## config.mk

```make
export PLATFORM = sky130hd
export DESIGN_NAME = alu_exec_unit_flat
export DESIGN_NICKNAME = d
export VERILOG_FILES = /design/src/rtl/alu_pkg.sv /design/src/rtl/alu_exec_unit_if.sv /design/src/rtl/alu_comb_core.sv /design/src/rtl/alu_exec_unit.sv /design/src/flat_wrapper.sv
export SDC_FILE = /design/constraint.sdc
export NUM_CORES = 1
export LEC_CHECK = 0
export ABC_AREA = 0
export BUFFER_PORTS_ARGS = -buffer_cell sky130_fd_sc_hd__buf_4
export CAP_MARGIN = 5
export CELL_PAD_IN_SITES_DETAIL_PLACEMENT = 2
export CELL_PAD_IN_SITES_GLOBAL_PLACEMENT = 2
export CORE_UTILIZATION = 30
export DETAILED_ROUTE_END_ITERATION = 7
export PLACE_DENSITY = 0.85
export SLEW_MARGIN = 5
export SYNTH_ARGS = -nofsm -noshare
export SYNTH_HDL_FRONTEND = slang
export SYNTH_HIERARCHICAL = 1
export SYNTH_SLANG_ARGS = --single-unit
export TNS_END_PERCENT = 20
```

## constraint.sdc

```tcl
create_clock -name clk -period 4 [get_ports clk]
set_input_delay 0.8 -clock clk [delete_from_list [all_inputs] [get_ports clk]]
set_output_delay 0.8 -clock clk [all_outputs]
set_load 0.05 [all_outputs]
```

## src/rtl/alu_pkg.sv

```systemverilog
// Shared definitions for the execute-stage ALU: control codes, FSM states and
// the shift-class helper used by both the FSM and the datapath.
package alu_pkg;

    localparam int XLEN_DEF    = 32;
    localparam int SHAMT_W_DEF = 5;

    localparam logic [3:0] ALU_AND  = 4'b0000;
    localparam logic [3:0] ALU_OR   = 4'b0001;
    localparam logic [3:0] ALU_ADD  = 4'b0010;
    localparam logic [3:0] ALU_XOR  = 4'b0011;
    localparam logic [3:0] ALU_SLL  = 4'b0100;
    localparam logic [3:0] ALU_SRL  = 4'b0101;
    localparam logic [3:0] ALU_SUB  = 4'b0110;
    localparam logic [3:0] ALU_SLT  = 4'b0111;
    localparam logic [3:0] ALU_SRA  = 4'b1000;
    localparam logic [3:0] ALU_SLTU = 4'b1001;

    // One bit per control code; set for SLL (4), SRL (5) and SRA (8).
    localparam logic [15:0] SHIFT_MASK = 16'h0130;

    typedef enum logic [1:0] {
        ST_IDLE  = 2'd0,
        ST_SHIFT = 2'd1,
        ST_DONE  = 2'd2
    } alu_state_t;

    function automatic logic is_shift(input logic [3:0] code);
        return SHIFT_MASK[code];
    endfunction

endpackage

```

## src/rtl/alu_exec_unit_if.sv

```systemverilog
// Operand/result handshake bundle between the operand muxes, the execute unit
// and writeback. The slave side is the execute unit itself.
interface alu_exec_unit_if #(
    parameter int XLEN = 32
) ();
    import alu_pkg::*;

    // Both channels use valid/ready: a transfer happens on a rising edge where
    // valid and ready are both high; valid never waits on ready, and once
    // raised it holds with stable payload until the transfer.
    logic            in_valid;
    logic            in_ready;
    logic [3:0]      alu_ctrl;
    logic [XLEN-1:0] op_a;
    logic [XLEN-1:0] op_b;
    logic            out_valid;
    logic            out_ready;
    logic [XLEN-1:0] result;
    logic            zero;
    alu_state_t      state;

    modport master (
        output in_valid, alu_ctrl, op_a, op_b, out_ready,
        input  in_ready, out_valid, result, zero, state
    );

    modport slave (
        input  in_valid, alu_ctrl, op_a, op_b, out_ready,
        output in_ready, out_valid, result, zero, state
    );

endinterface

```

## src/rtl/alu_comb_core.sv

```systemverilog
// Single-cycle logic/arithmetic/compare core. Shift codes and unknown codes
// fall through to ADD, matching the control decoder default.
module alu_comb_core
    import alu_pkg::*;
#(
    parameter int XLEN = 32
) (
    input  logic [3:0]      ctrl,
    input  logic [XLEN-1:0] a,
    input  logic [XLEN-1:0] b,
    output logic [XLEN-1:0] y
);

    logic lt_signed;
    logic lt_unsigned;

    assign lt_signed   = $signed(a) < $signed(b);
    assign lt_unsigned = a < b;

    always_comb begin
        y = a + b;
        case (ctrl)
            ALU_AND:  y = a & b;
            ALU_OR:   y = a | b;
            ALU_XOR:  y = a ^ b;
            ALU_SUB:  y = a - b;
            ALU_SLT:  y = {{(XLEN-1){1'b0}}, lt_signed};
            ALU_SLTU: y = {{(XLEN-1){1'b0}}, lt_unsigned};
            default:  y = a + b;
        endcase
    end

endmodule

```

## src/rtl/alu_exec_unit.sv

```systemverilog
// Multi-cycle execute unit: one-cycle logic/arithmetic, bit-serial shifts,
// registered result and zero flag behind an output handshake.
module alu_exec_unit
    import alu_pkg::*;
#(
    parameter int XLEN    = XLEN_DEF,
    parameter int SHAMT_W = SHAMT_W_DEF
) (
    input logic            clk,
    input logic            reset,
    alu_exec_unit_if.slave bus
);

    alu_state_t       state_q;
    alu_state_t       state_d;
    logic [3:0]       ctrl_q;
    logic [XLEN-1:0]  work_q;
    logic [SHAMT_W-1:0] cnt_q;
    logic [XLEN-1:0]  result_q;
    logic             zero_q;

    logic [XLEN-1:0]    core_y;
    logic [XLEN-1:0]    shift_step;
    logic [SHAMT_W-1:0] shamt_in;
    logic               accept;
    logic               last_shift;

    alu_comb_core #(
        .XLEN (XLEN)
    ) u_core (
        .ctrl (bus.alu_ctrl),
        .a    (bus.op_a),
        .b    (bus.op_b),
        .y    (core_y)
    );

    assign shamt_in   = bus.op_b[SHAMT_W-1:0];
    assign accept     = (state_q == ST_IDLE) && bus.in_valid;
    assign last_shift = (cnt_q == SHAMT_W'(1));

    // Handshake outputs come from state alone, never from in_valid/out_ready.
    assign bus.in_ready  = (state_q == ST_IDLE);
    assign bus.out_valid = (state_q == ST_DONE);
    assign bus.result    = result_q;
    assign bus.zero      = zero_q;
    assign bus.state     = state_q;

    always_comb begin
        shift_step = {work_q[XLEN-2:0], 1'b0};
        case (ctrl_q)
            ALU_SRL: shift_step = {1'b0, work_q[XLEN-1:1]};
            ALU_SRA: shift_step = {work_q[XLEN-1], work_q[XLEN-1:1]};
            default: shift_step = {work_q[XLEN-2:0], 1'b0};
        endcase
    end

    always_comb begin
        state_d = state_q;
        case (state_q)
            ST_IDLE: begin
                if (bus.in_valid) begin
                    if (is_shift(bus.alu_ctrl) && (shamt_in != '0)) begin
                        state_d = ST_SHIFT;
                    end else begin
                        state_d = ST_DONE;
                    end
                end
            end
            ST_SHIFT: begin
                if (last_shift) begin
                    state_d = ST_DONE;
                end
            end
            ST_DONE: begin
                if (bus.out_ready) begin
                    state_d = ST_IDLE;
                end
            end
            default: state_d = ST_IDLE;
        endcase
    end

    always_ff @(posedge clk) begin
        if (reset) begin
            state_q  <= ST_IDLE;
            ctrl_q   <= ALU_ADD;
            work_q   <= '0;
            cnt_q    <= '0;
            result_q <= '0;
            zero_q   <= 1'b1;
        end else begin
            state_q <= state_d;
            if (accept) begin
                ctrl_q <= bus.alu_ctrl;
                if (is_shift(bus.alu_ctrl)) begin
                    // A zero shift amount skips the SHIFT state entirely.
                    if (shamt_in == '0) begin
                        result_q <= bus.op_a;
                        zero_q   <= (bus.op_a == '0);
                    end else begin
                        work_q <= bus.op_a;
                        cnt_q  <= shamt_in;
                    end
                end else begin
                    result_q <= core_y;
                    zero_q   <= (core_y == '0);
                end
            end else if (state_q == ST_SHIFT) begin
                work_q <= shift_step;
                cnt_q  <= cnt_q - SHAMT_W'(1);
                if (last_shift) begin
                    result_q <= shift_step;
                    zero_q   <= (shift_step == '0);
                end
            end
        end
    end

endmodule
```

## src/flat_wrapper.sv

```systemverilog
// flat-port wrapper written by rule: the top's interface ports become plain ports
module alu_exec_unit_flat import alu_pkg::*;
#(
    parameter int XLEN    = XLEN_DEF,
    parameter int SHAMT_W = SHAMT_W_DEF
)
  (clk, reset, bus_in_valid, bus_alu_ctrl, bus_op_a, bus_op_b, bus_out_ready, bus_in_ready, bus_out_valid, bus_result, bus_zero, bus_state);
  alu_exec_unit_if #(.XLEN(XLEN)) bus_i ();
  input logic clk;
  input logic reset;
  input wire logic [$bits(bus_i.in_valid)-1:0] bus_in_valid;
  input wire logic [$bits(bus_i.alu_ctrl)-1:0] bus_alu_ctrl;
  input wire logic [$bits(bus_i.op_a)-1:0] bus_op_a;
  input wire logic [$bits(bus_i.op_b)-1:0] bus_op_b;
  input wire logic [$bits(bus_i.out_ready)-1:0] bus_out_ready;
  output wire logic [$bits(bus_i.in_ready)-1:0] bus_in_ready;
  output wire logic [$bits(bus_i.out_valid)-1:0] bus_out_valid;
  output wire logic [$bits(bus_i.result)-1:0] bus_result;
  output wire logic [$bits(bus_i.zero)-1:0] bus_zero;
  output wire logic [$bits(bus_i.state)-1:0] bus_state;
  assign bus_i.in_valid = bus_in_valid;
  assign bus_i.alu_ctrl = bus_alu_ctrl;
  assign bus_i.op_a = bus_op_a;
  assign bus_i.op_b = bus_op_b;
  assign bus_i.out_ready = bus_out_ready;
  assign bus_in_ready = bus_i.in_ready;
  assign bus_out_valid = bus_i.out_valid;
  assign bus_result = bus_i.result;
  assign bus_zero = bus_i.zero;
  assign bus_state = bus_i.state;
  alu_exec_unit #(.XLEN(XLEN), .SHAMT_W(SHAMT_W)) u_core (.clk(clk), .reset(reset), .bus(bus_i));
endmodule
```

After elaboration in Yosys (flattened, before gate mapping)
Memory sizes are Yosys's and may differ from the RTL's.
Index checks and enable logic that the tools add are counted.
Cells by class
  add/subtract/negate cells: 3
  $lt $le $gt $ge: 3
  eq/ne operators: 16
  mux-type cells: 26
  bitwise operators: 3
  reduce and logical (&&, ||, !) cells: 14
Operators with widths (number)
  32-bit 2-to-1 mux: 9
  32-bit one-hot mux with 6 select lines: 1
  32-bit zero test: 3
  32-bit less-than comparator: 2
  32-bit one-hot mux with 2 select lines: 1
  32-bit adder: 1
  32-bit bitwise AND: 1
  32-bit bitwise OR: 1
  32-bit subtractor: 1
  32-bit XOR: 1
  5-bit 2-to-1 mux: 4
  4-bit by 3-bit equality test with 1-bit output (second input constant): 3
  3-bit AND reduction: 3
  4-bit equality test (second input constant): 2
  2-bit 2-to-1 mux: 4
  2-bit inequality test (second input constant): 4
  1-bit 2-to-1 mux: 6
  2-bit one-hot mux with 3 select lines: 1
  5-bit by 1-bit equality test with 1-bit output (second input constant): 1
  5-bit zero test: 1
  4-bit by 5-bit less-than comparator with 1-bit output (second input constant): 1
  5-bit nonzero test: 1
  5-bit by 1-bit subtractor with 5-bit output (second input constant): 1
  4-bit by 1-bit equality test with 1-bit output (second input constant): 1
  other kinds (9): 11
Word-level totals
  bits in registers: 76
  memory bits (read-only): 16
  bits of input ports: 72
  output and inout port bits: 37
  word-level logic and storage cells: 72
  memories kept: 1
Memories
  (name not given): depth 16, bits a word 1, read ports 1, clocked after memory_dff 0, wr ports 0, RTL line alu_pkg.sv:29  | return SHIFT_MASK[code];

Longest topological paths before layout
Gate-level depths: netlist of the first run.
  depth in word-level cells: 6
  depth in mapped cells: 18
  depth with buffers taken out: 18

Cells and area by module
The synthesis of the first run kept the hierarchy.
Modules (own cells, without submodules)
  alu_comb_core: times used 1, cells each 833, area an instance 5301.3 µm², seq. area each 0.0 µm²
  alu_exec_unit: times used 1, cells each 646, area an instance 4778.3 µm², seq. area each 1521.5 µm²

Least setup slack after synthesis of the first run
Ideal clock, no wire load.
  path kind: input -> register
  start: input port bus_op_a[0]
  end: register u_core.zero_q, in the netlist u_core/bus.zero
  library setup time: 69 ps
  arrival time: 3931 ps
  required time: 3931 ps
  path slack: 0 ps
  cell stages on the path: 18
  path buffers: 0
  cell sequence: inv_1 > ha_1 > inv_1 > fa_1 > nor2b_1 > o211ai_1 > a2111oi_2 > o211ai_2 > nand2_2 > o21a_1 > a211o_1 > a2111oi_2 > o221ai_1 > nor4_1 > nand4_1 > o31ai_1 > a221oi_1 > o21ai_1
Between the ends
  cells in the longest elaborated chain, start to end: 5
  elaborated cells between the ends (all ways): 13
  classes of those cells: add/sub (2); order compare (2); mux (4); bitwise (3); reduce/logical (2)
RTL lines
  start, declared: RTL line flat_wrapper.sv:13  | input wire logic [$bits(bus_i.op_a)-1:0] bus_op_a;
  32-bit adder / 32-bit subtractor (equally long branches): RTL line alu_comb_core.sv:29, alu_comb_core.sv:26
  32-bit one-hot mux with 6 select lines *: RTL line alu_comb_core.sv:22  | case (ctrl)
  via u_core.core_y[26]: RTL line alu_exec_unit.sv:22  | logic [XLEN-1:0] core_y;
  32-bit zero test *: RTL line alu_exec_unit.sv:106  | zero_q <= (core_y == '0);
  1-bit 2-to-1 mux *: RTL line alu_exec_unit.sv:95  | if (is_shift(bus.alu_ctrl)) begin
  1-bit 2-to-1 mux *: RTL line alu_exec_unit.sv:93  | if (accept) begin
  end signal, assigned: RTL line alu_exec_unit.sv:99  | zero_q <= (bus.op_a == '0);
  end signal, assigned: RTL line alu_exec_unit.sv:106
  end signal, assigned: RTL line alu_exec_unit.sv:113  | zero_q <= (shift_step == '0);
  end, declared: RTL line alu_exec_unit.sv:20  | logic zero_q;
Mark *: on every way through the listed nets, which the timed path passes. The rest lies on a longest branch. The select of a mux whose other input is x is not followed.
A chain may end at the register's enable or synchronous reset.

Final worst setup path of the first run
  start: input port bus_op_b[3]
  end: register u_core.result_q[18], in the netlist u_core/bus.result[18]
Between the ends
  cells in the longest elaborated chain, start to end: 4
  elaborated cells between the ends (all ways): 8
  classes of those cells: add/sub (2); eq/ne (1); mux (3); reduce/logical (2)
RTL lines
  start, declared: RTL line flat_wrapper.sv:14  | input wire logic [$bits(bus_i.op_b)-1:0] bus_op_b;
  32-bit adder / 32-bit subtractor (equally long branches): RTL line alu_comb_core.sv:29, alu_comb_core.sv:26
  32-bit one-hot mux with 6 select lines *: RTL line alu_comb_core.sv:22
  via u_core.core_y[18]: RTL line alu_exec_unit.sv:22
  32-bit 2-to-1 mux *: RTL line alu_exec_unit.sv:95
  32-bit 2-to-1 mux *: RTL line alu_exec_unit.sv:93
  end signal, assigned: RTL line alu_exec_unit.sv:98  | result_q <= bus.op_a;
  end signal, assigned: RTL line alu_exec_unit.sv:105  | result_q <= core_y;
  end signal, assigned: RTL line alu_exec_unit.sv:112  | result_q <= shift_step;
  end, declared: RTL line alu_exec_unit.sv:19  | logic [XLEN-1:0] result_q;
Mark *: on every way through the listed nets, which the timed path passes. The rest lies on a longest branch.

==> results of run 1 <==
## worst max path at each step
stage / startpoint / endpoint
after floorplan: bus_op_a[0] / u_core/bus.zero$_SDFFE_PP1P_
after global placement: bus_op_a[0] / u_core/bus.zero$_SDFFE_PP1P_
final: bus_op_b[3] / u_core/bus.result[18]$_SDFFE_PP0P_
after detailed placement: bus_op_a[0] / u_core/bus.zero$_SDFFE_PP1P_
after CTS: bus_op_b[14] / u_core/bus.zero$_SDFFE_PP1P_
after global routing: bus_op_b[3] / u_core/bus.zero$_SDFFE_PP1P_
## registers in the layout (all words and copies together) (netlist names)
register and flops:
u_core/bus.state 2, u_core/work_q 32, u_core/ctrl_q 4, u_core/bus.result 32, u_core/bus.zero 1, u_core/cnt_q 5
## timing repair
action | 4_1_cts | 5_1_grt
endpoints found under the setup margin | 10 | 14
resized for setup | 52 | 45
buffers inserted | 11 | 6
pin swaps | 25 | 26
## synthesized netlist by cell type (30+ instances only)
| cell | count |
|---|---|
| o21ai_0 | 71 |
| nand3_1 | 56 |
| dfxtp_1 | 76 |
| buf_2 | 34 |
| inv_1 | 103 |
| clkbuf_1 | 50 |
| nand2_1 | 216 |
| o211ai_1 | 36 |
| ha_1 | 98 |
| nor2_1 | 127 |
| a21oi_1 | 158 |
| mux2i_1 | 30 |
## worst reg2reg max path, stage by stage (launching register included)
cell and delay, ns:
dfxtp_1 0.83, nor3_1 0.32, buf_4 0.26, a32o_1 0.28, a221oi_1 0.50, nand4_1 0.28
or4_1 0.65, o21ai_1 0.21
## final cells by class
type / count / area, sq um
Fill cell: 3785 / 19060
Multi-Input combinational cell: 1194 / 8179
Timing Repair Buffer: 363 / 2775
Sequential cell: 76 / 1521
Tap cell: 442 / 553.0
Inverter: 105 / 412.9
Clock buffer: 12 / 256.5
Clock inverter: 4 / 23.77
Antenna cell: 2 / 5.005
## power by group
| group | total (mW) | internal [mW] | switching [mW] |
|---|---|---|---|
| logic | 2.33 | 0.807 | 1.52 |
| registers | 0.879 | 0.807 | 0.0719 |
| clock network | 0.831 | 0.454 | 0.377 |
| total | 4.03 | 2.07 | 1.97 |
## cell families (layout without fill, tap and decap cells)
| logic type | after synthesis | in the layout |
|---|---|---|
| simple gates | 566 | 566 |
| compound gates | 496 | 496 |
| buf+inv | 209 | 484 |
| fa+ha+maj | 100 | 100 |
| flops | 76 | 76 |
| mux | 30 | 30 |
| xor+xnor | 2 | 2 |
| other cells | 0 | 2 |
## placed cells by master (no fill, tap or decap), types with 8 or more instances in the layout
cell type	instances
a221oi_1	15
nand2b_1	9
ha_4	9
nor4_1	21
nand2_1	214
nor2_1	124
a22o_1	13
a311o_1	12
inv_1	99
nor2b_1	16
nor3_1	28
nand4_1	11
a31oi_1	9
a32o_1	11
o211ai_1	36
o21ai_0	65
or3_1	15
and2_1	13
nand3_1	54
ha_1	88
a21o_1	21
a211oi_1	14
o31ai_1	10
a21oi_1	151
buf_4	359
mux2i_1	28
a21oi_2	8
o21ai_1	9
clkbuf_16	9
dfxtp_1	76
o21bai_1	13
## layer usage
metal | up-vias | global-route usage [%] | wire length, um
li1 | 5896 | - | -
met1 | 7402 | 43.09 | 27300
met2 | 1358 | 62.17 | 33790
met3 | 589 | 5.643 | 7665
met4 | 6 | 23.14 | 6684
met5 | - | 0 | 41
## metrics by stage
stage	instances	setup WS (ns)	util (%)	cell area, sq um
6_report	2198	-0.6107	41.87	13730
5_1_grt	2196	-0.6470	41.86	13720
4_1_cts	2191	0.0004960	41.01	13450
3_5_place_dp	2164	-0.7571	39.09	12820
3_3_place_gp	2164	-0.5224	39.09	12820
2_1_floorplan	1479	0.00007505	-	10080
==> metrics.txt, run 1 <==
CP Cell Sequence=buf_4 > inv_1 > ha_1 > inv_2 > buf_4 > o211ai_1 > buf_4 > a2111oi_4 > buf_4 > o211a_1 > o21ai_1 > nor2b_2 > o221ai_2 > nor2_1 > o221ai_2 > buf_4 > mux2i_1 > mux2i_2 > mux2i_1 > nor2_1; Die Width=185.3 um; antenna violations before repair=5; Hold Path Sink=u_core/bus.result[22]$_SDFFE_PP0P_; P per Cell Area=293.9 mW/mm^2; Syn-to-layout area delta=36.18%; top cell type's share of synthesized area=15.09%; GP Congestion=0.9558; crit end category=register; initial DRC count=2060; measured slew at the worst slew-check pin=1.259 ns; area leader, netlist=dfxtp_1; Post-Syn Nets=1651; Final ANT Viol Nets=0; initial core utilization=30.75%; Synth Flop Type=dfxtp_1; total core area=0.03278 sq mm; Peak VDD IR=0.0002534 V; Tightest Hold Check Type=register to register; Hold Path Stages=2; r2r endpoint=u_core/bus.zero$_SDFFE_PP1P_; min-delay src=u_core/bus.result[22]$_SDFFE_PP0P_; vias=15250; HPWL after detailed placement=45350 um; number of distinct library cells after synthesis=96; total CTS buffers=9; Crit path buffers/inverters=7; Avg Cell Area, Syn=6.815 sq um; worst setup margin=-0.6107 ns; CTS tree=yes; Cell Area, Synth=0.01008 sq mm; cell family with most CP delay=compound AO/OA/AOI/OAI gates; Syn Inst Count=1479; Crit Path Max Fanout=3; sequential area share after synthesis=15.09%; final hold slack=0.4541 ns; Hold Violations, Final=0; vias in the first global route=15590; R2R depth=7; number of core rows=66; Post-Synth XOR/XNOR Area=0.1738%; Worst R2R Start=u_core/ctrl_q[2]$_SDFFE_PP0P_; max-cap viol count=0; FF+latch count, synth=76; vias per inst=6.939; H-tree Lvls=3; Post-synth ARST share=0%; Post-Route WL=75480 um; grt total ovfl=0; Die Span Y=185.3 um; Critical Path AT=4.88 ns; Root Driver=clkbuf_16; failing checks=setup timing; mux cell area share after synthesis=2.979%; fin crit share=115.3%; slowest stage delay, CP=0.52 ns; Crit. path cell count=20; synth warn=6; highest-delay cell along the critical path=a2111oi_4; fraction of layout cells with a size suffix above 1=27.94%; largest net degree at the start of global routing=77; drt drc=0; hold buffer count at CTS=0; Static Leak=6.021 nW; gr usage total=36.70%; min cycle time layout=4.611 ns; RSZ-0062 raised after global routing=yes; adder-cell share of the synthesized area=12.56%; Setup CP Type=input pin to register; crit start category=input pin; max-slew violation count=0; clock sink count=76; Max-slew headroom=15.70%; ranking of synthesized cells by area=dfxtp_1 (15%), ha_1 (12%), nand2_1 (8.0%), a21oi_1 (7.8%), nor2_1 (4.7%); Post-synth EDFFs=0; Synth Area in Simple Gates=26.10%; wire length per cell=34.34 um; Worst Path Required=4.27 ns; Fin Clk Skew=0.02022 ns; # setup viols final=25; # IOs=109; Reg clk slew, reported paths=0.06 ns; Worst R2R Setup Slack=0.58 ns; clock buffer depth=2; Synth Area in Compound Gates=34.10%; largest family of logic cells by synthesized area=compound AO/OA/AOI/OAI gates; fmax=216.9 MHz; overall power=4.034 mW; Final nets=1921; Post-Route Setup TNS=-6.373 ns; clk_lat worst skew=0.36 ns; DR pass1 iterations=6; I/O Buffers=108; status=complete, but fails checks; die footprint=0.03434 sq mm; first-pass GRT wire length=95720 um; CP most frequent cell=buf_4
Note: power is estimated with default switching activity, not from simulation.
==> run 2, diff against run 1 <==
- PLACE_DENSITY: 0.85 -> 0.82
- clock period: 4 -> 5.3 ns (I/O delays scaled with it)
==> run 2 against run 1 <==
Effect of this change:
- the run now ends clean
- sequential share of layout area rose by 2.2 points
- die area did not move
- combinational power shrank 48%
- worst hold slack gained 0.0016 ns
- largest cell class unchanged
- via count is 22% lower
- cell count fell by 11%
- routed wire length decreased by 38%
- global-route usage is 9.4 points lower
- utilization is 6.9 points lower
- register-to-register slack improved by 1.8 ns
- power decreased by 39%
==> metrics.txt, run 2 (same netlist as run 1, synthesis figures left out) <==
I/O Buffers=108 (unchanged); most common cell after layout, fill and taps aside=nand2_1 (was buf_4); Tightest Hold Check Type=register to register (unchanged); cell family with most CP delay=compound AO/OA/AOI/OAI gates (unchanged); Max-slew headroom=19.61% (was 15.70%); max-cap viol count=0 (unchanged); gr usage total=27.25% (was 36.70%); wire length per cell=23.99 um (was 34.34 um); # setup viols final=0 (was 25); filler-free cell count of the finished design=1964 (was 2198); vias per inst=6.072 (was 6.939); Die Span Y=185.3 um (unchanged); Net Switching=1.118 mW (was 1.966 mW); crit start category=input pin (unchanged); clock sink count=76 (unchanged); Static Leak=4.815 nW (was 6.021 nW); Die Width=185.3 um (unchanged); initial core utilization=30.75% (unchanged); hold buffer count at CTS=0 (unchanged); number of core rows=66 (unchanged); power share of the clock group=25.2% (was 20.6%); clock buffer depth=2 (unchanged); Inserted Diodes=0 (was 2); Placed Cells=1948 (was 2164); DR pass1 iterations=5 (was 6); Syn-to-layout area delta=13.73% (was 36.18%); Post-Route Setup TNS=0 ns (was -6.373 ns); Root Driver=clkbuf_16 (unchanged); Crit Path Max Fanout=5 (was 3); GP Congestion=0.9271 (was 0.9558); RSZ-0062 raised after global routing=no (was yes); die footprint=0.03434 sq mm (unchanged); measured slew at the worst slew-check pin=1.206 ns (was 1.259 ns); crit end category=register (unchanged); Peak VDD IR=0.0001171 V (was 0.0002534 V); initial DRC count=877 (was 2060); antenna violations before repair=0 (was 5); fmax=210.4 MHz; drt drc=0 (unchanged); cell-internal power=1.359 mW (was 2.068 mW); sequential power share=26.4% (was 21.8%); min cycle time layout=4.753 ns; Hold Violations, Final=0 (unchanged); Critical Path AT=5.03 ns (was 4.88 ns); overall power=2.477 mW (was 4.034 mW); switching part of the total power=45.14% (was 48.74%); post_cts resized=0 (was 52); Crit path buffers/inverters=2 (was 7); Final nets=1689 (was 1921); total CTS buffers=9 (unchanged); Setup CP Type=input pin to register (unchanged); max-slew violation count=0 (unchanged); H-tree Lvls=3 (unchanged); CP Cell Sequence=buf_4 > inv_1 > ha_1 > nor2_1 > o221ai_1 > a21oi_1 > a31oi_1 > o211a_1 > o21ai_1 > xnor2_1 > a221oi_1 > o311ai_0 > nor4_1 > nand4_1 > o31ai_1 > a221oi_1 > o21ai_1 (was buf_4 > inv_1 > ha_1 > inv_2 > buf_4 > o211ai_1 > buf_4 > a2111oi_4 > buf_4 > o211a_1 > o21ai_1 > nor2b_2 > o221ai_2 > nor2_1 > o221ai_2 > buf_4 > mux2i_1 > mux2i_2 > mux2i_1 > nor2_1); highest-delay cell along the critical path=o311ai_0 (was a2111oi_4); CTS tree=yes (unchanged); slowest stage delay, CP=0.39 ns (was 0.52 ns); vias in the first global route=12640 (was 15590); most frequent cells in the layout=nand2_1 (215), a21oi_1 (157), buf_4 (130), nor2_1 (126), inv_1 (103) (was buf_4 (359), nand2_1 (214), a21oi_1 (151), nor2_1 (124), inv_1 (99)); HPWL after detailed placement=36230 um (was 45350 um); total core area=0.03278 sq mm (unchanged); fin crit share=89.67%; first-pass GRT wire length=72750 um (was 95720 um); Final ANT Viol Nets=0 (unchanged); post-CTS setup buffer count=0 (was 11); Post-Route WL=47120 um (was 75480 um); vias=11930 (was 15250); Reg clk slew, reported paths=0.06 ns (about the same); Comb pwr share=48.3% (was 57.6%); largest net degree at the start of global routing=77 (unchanged); Worst R2R Setup Slack=2.36 ns (was 0.58 ns); P per Cell Area=216.1 mW/mm^2 (was 293.9 mW/mm^2); Fin Clk Skew=0.01460 ns (was 0.02022 ns); Worst Path Required=5.58 ns (was 4.27 ns); fraction of layout cells with a size suffix above 1=12.75% (was 27.94%); # IOs=109 (unchanged); grt total ovfl=0 (unchanged); status=complete, no violations (was complete, but fails checks); clk_lat worst skew=0.35 ns (was 0.36 ns)
-- run 2: tightest hold or removal path: stages (launching register included) --
cell     delay (ns)
dfxtp_1        0.31
nand2_1        0.05
a21oi_1        0.05
-- run 2: final cells by class --
cell class | instances | area (sq um)
Sequential cell | 76 | 1521
Multi-Input combinational cell | 1194 | 7702
Inverter | 105 | 396.6
Clock buffer | 10 | 229.0
Clock inverter | 6 | 65.06
Timing Repair Buffer | 131 | 996.0
Tap cell | 442 | 553.0
Fill cell | 3964 | 21320
-- run 2: worst paths after layout --
path | startpoint | end | cells past startpoint
min | u_core/bus.result[12]$_SDFFE_PP0P_ | u_core/bus.result[12]$_SDFFE_PP0P_ | 2
min reg2reg | u_core/bus.result[12]$_SDFFE_PP0P_ | u_core/bus.result[12]$_SDFFE_PP0P_ | 2
max | bus_op_b[1] | u_core/bus.zero$_SDFFE_PP1P_ | 17
max reg2reg | u_core/ctrl_q[2]$_SDFFE_PP0P_ | u_core/bus.zero$_SDFFE_PP1P_ | 6
-- run 2: per-stage QoR --
stage / utilization [%] / area, sq um / setup WS (ns) / hold slack, ns
after floorplan: - / 10080 / 1.040 / 0.4450
after global placement: 34.07 / 11170 / 0.3780 / 0.4444
after detailed placement: 34.07 / 11170 / 0.3055 / 0.4525
after CTS: 34.97 / 11460 / 0.6192 / 0.4602
after global routing: 34.97 / 11460 / 0.3016 / 0.4852
final: 34.97 / 11460 / 0.5475 / 0.4558
-- run 2: routing by layer --
metal	up-vias	GRT usage, %	routed length, um
li1	5445	-	-
met5	-	0	0
met2	353	47.25	22690
met1	6050	35.87	21490
met4	0	7.669	1020
met3	78	2.045	1923
-- run 2: power groups by stage --
| stage | clock network (mW) | logic [mW] | registers, mW |
|---|---|---|---|
| after floorplan | 0 | 0.698 | 0.717 |
| after CTS | 0.636 | 1.18 | 0.653 |
| after detailed placement | 0 | 1.17 | 0.665 |
| after global routing | 0.654 | 1.28 | 0.658 |
| after global placement | 0 | 1.12 | 0.662 |
| final | 0.625 | 1.20 | 0.654 |
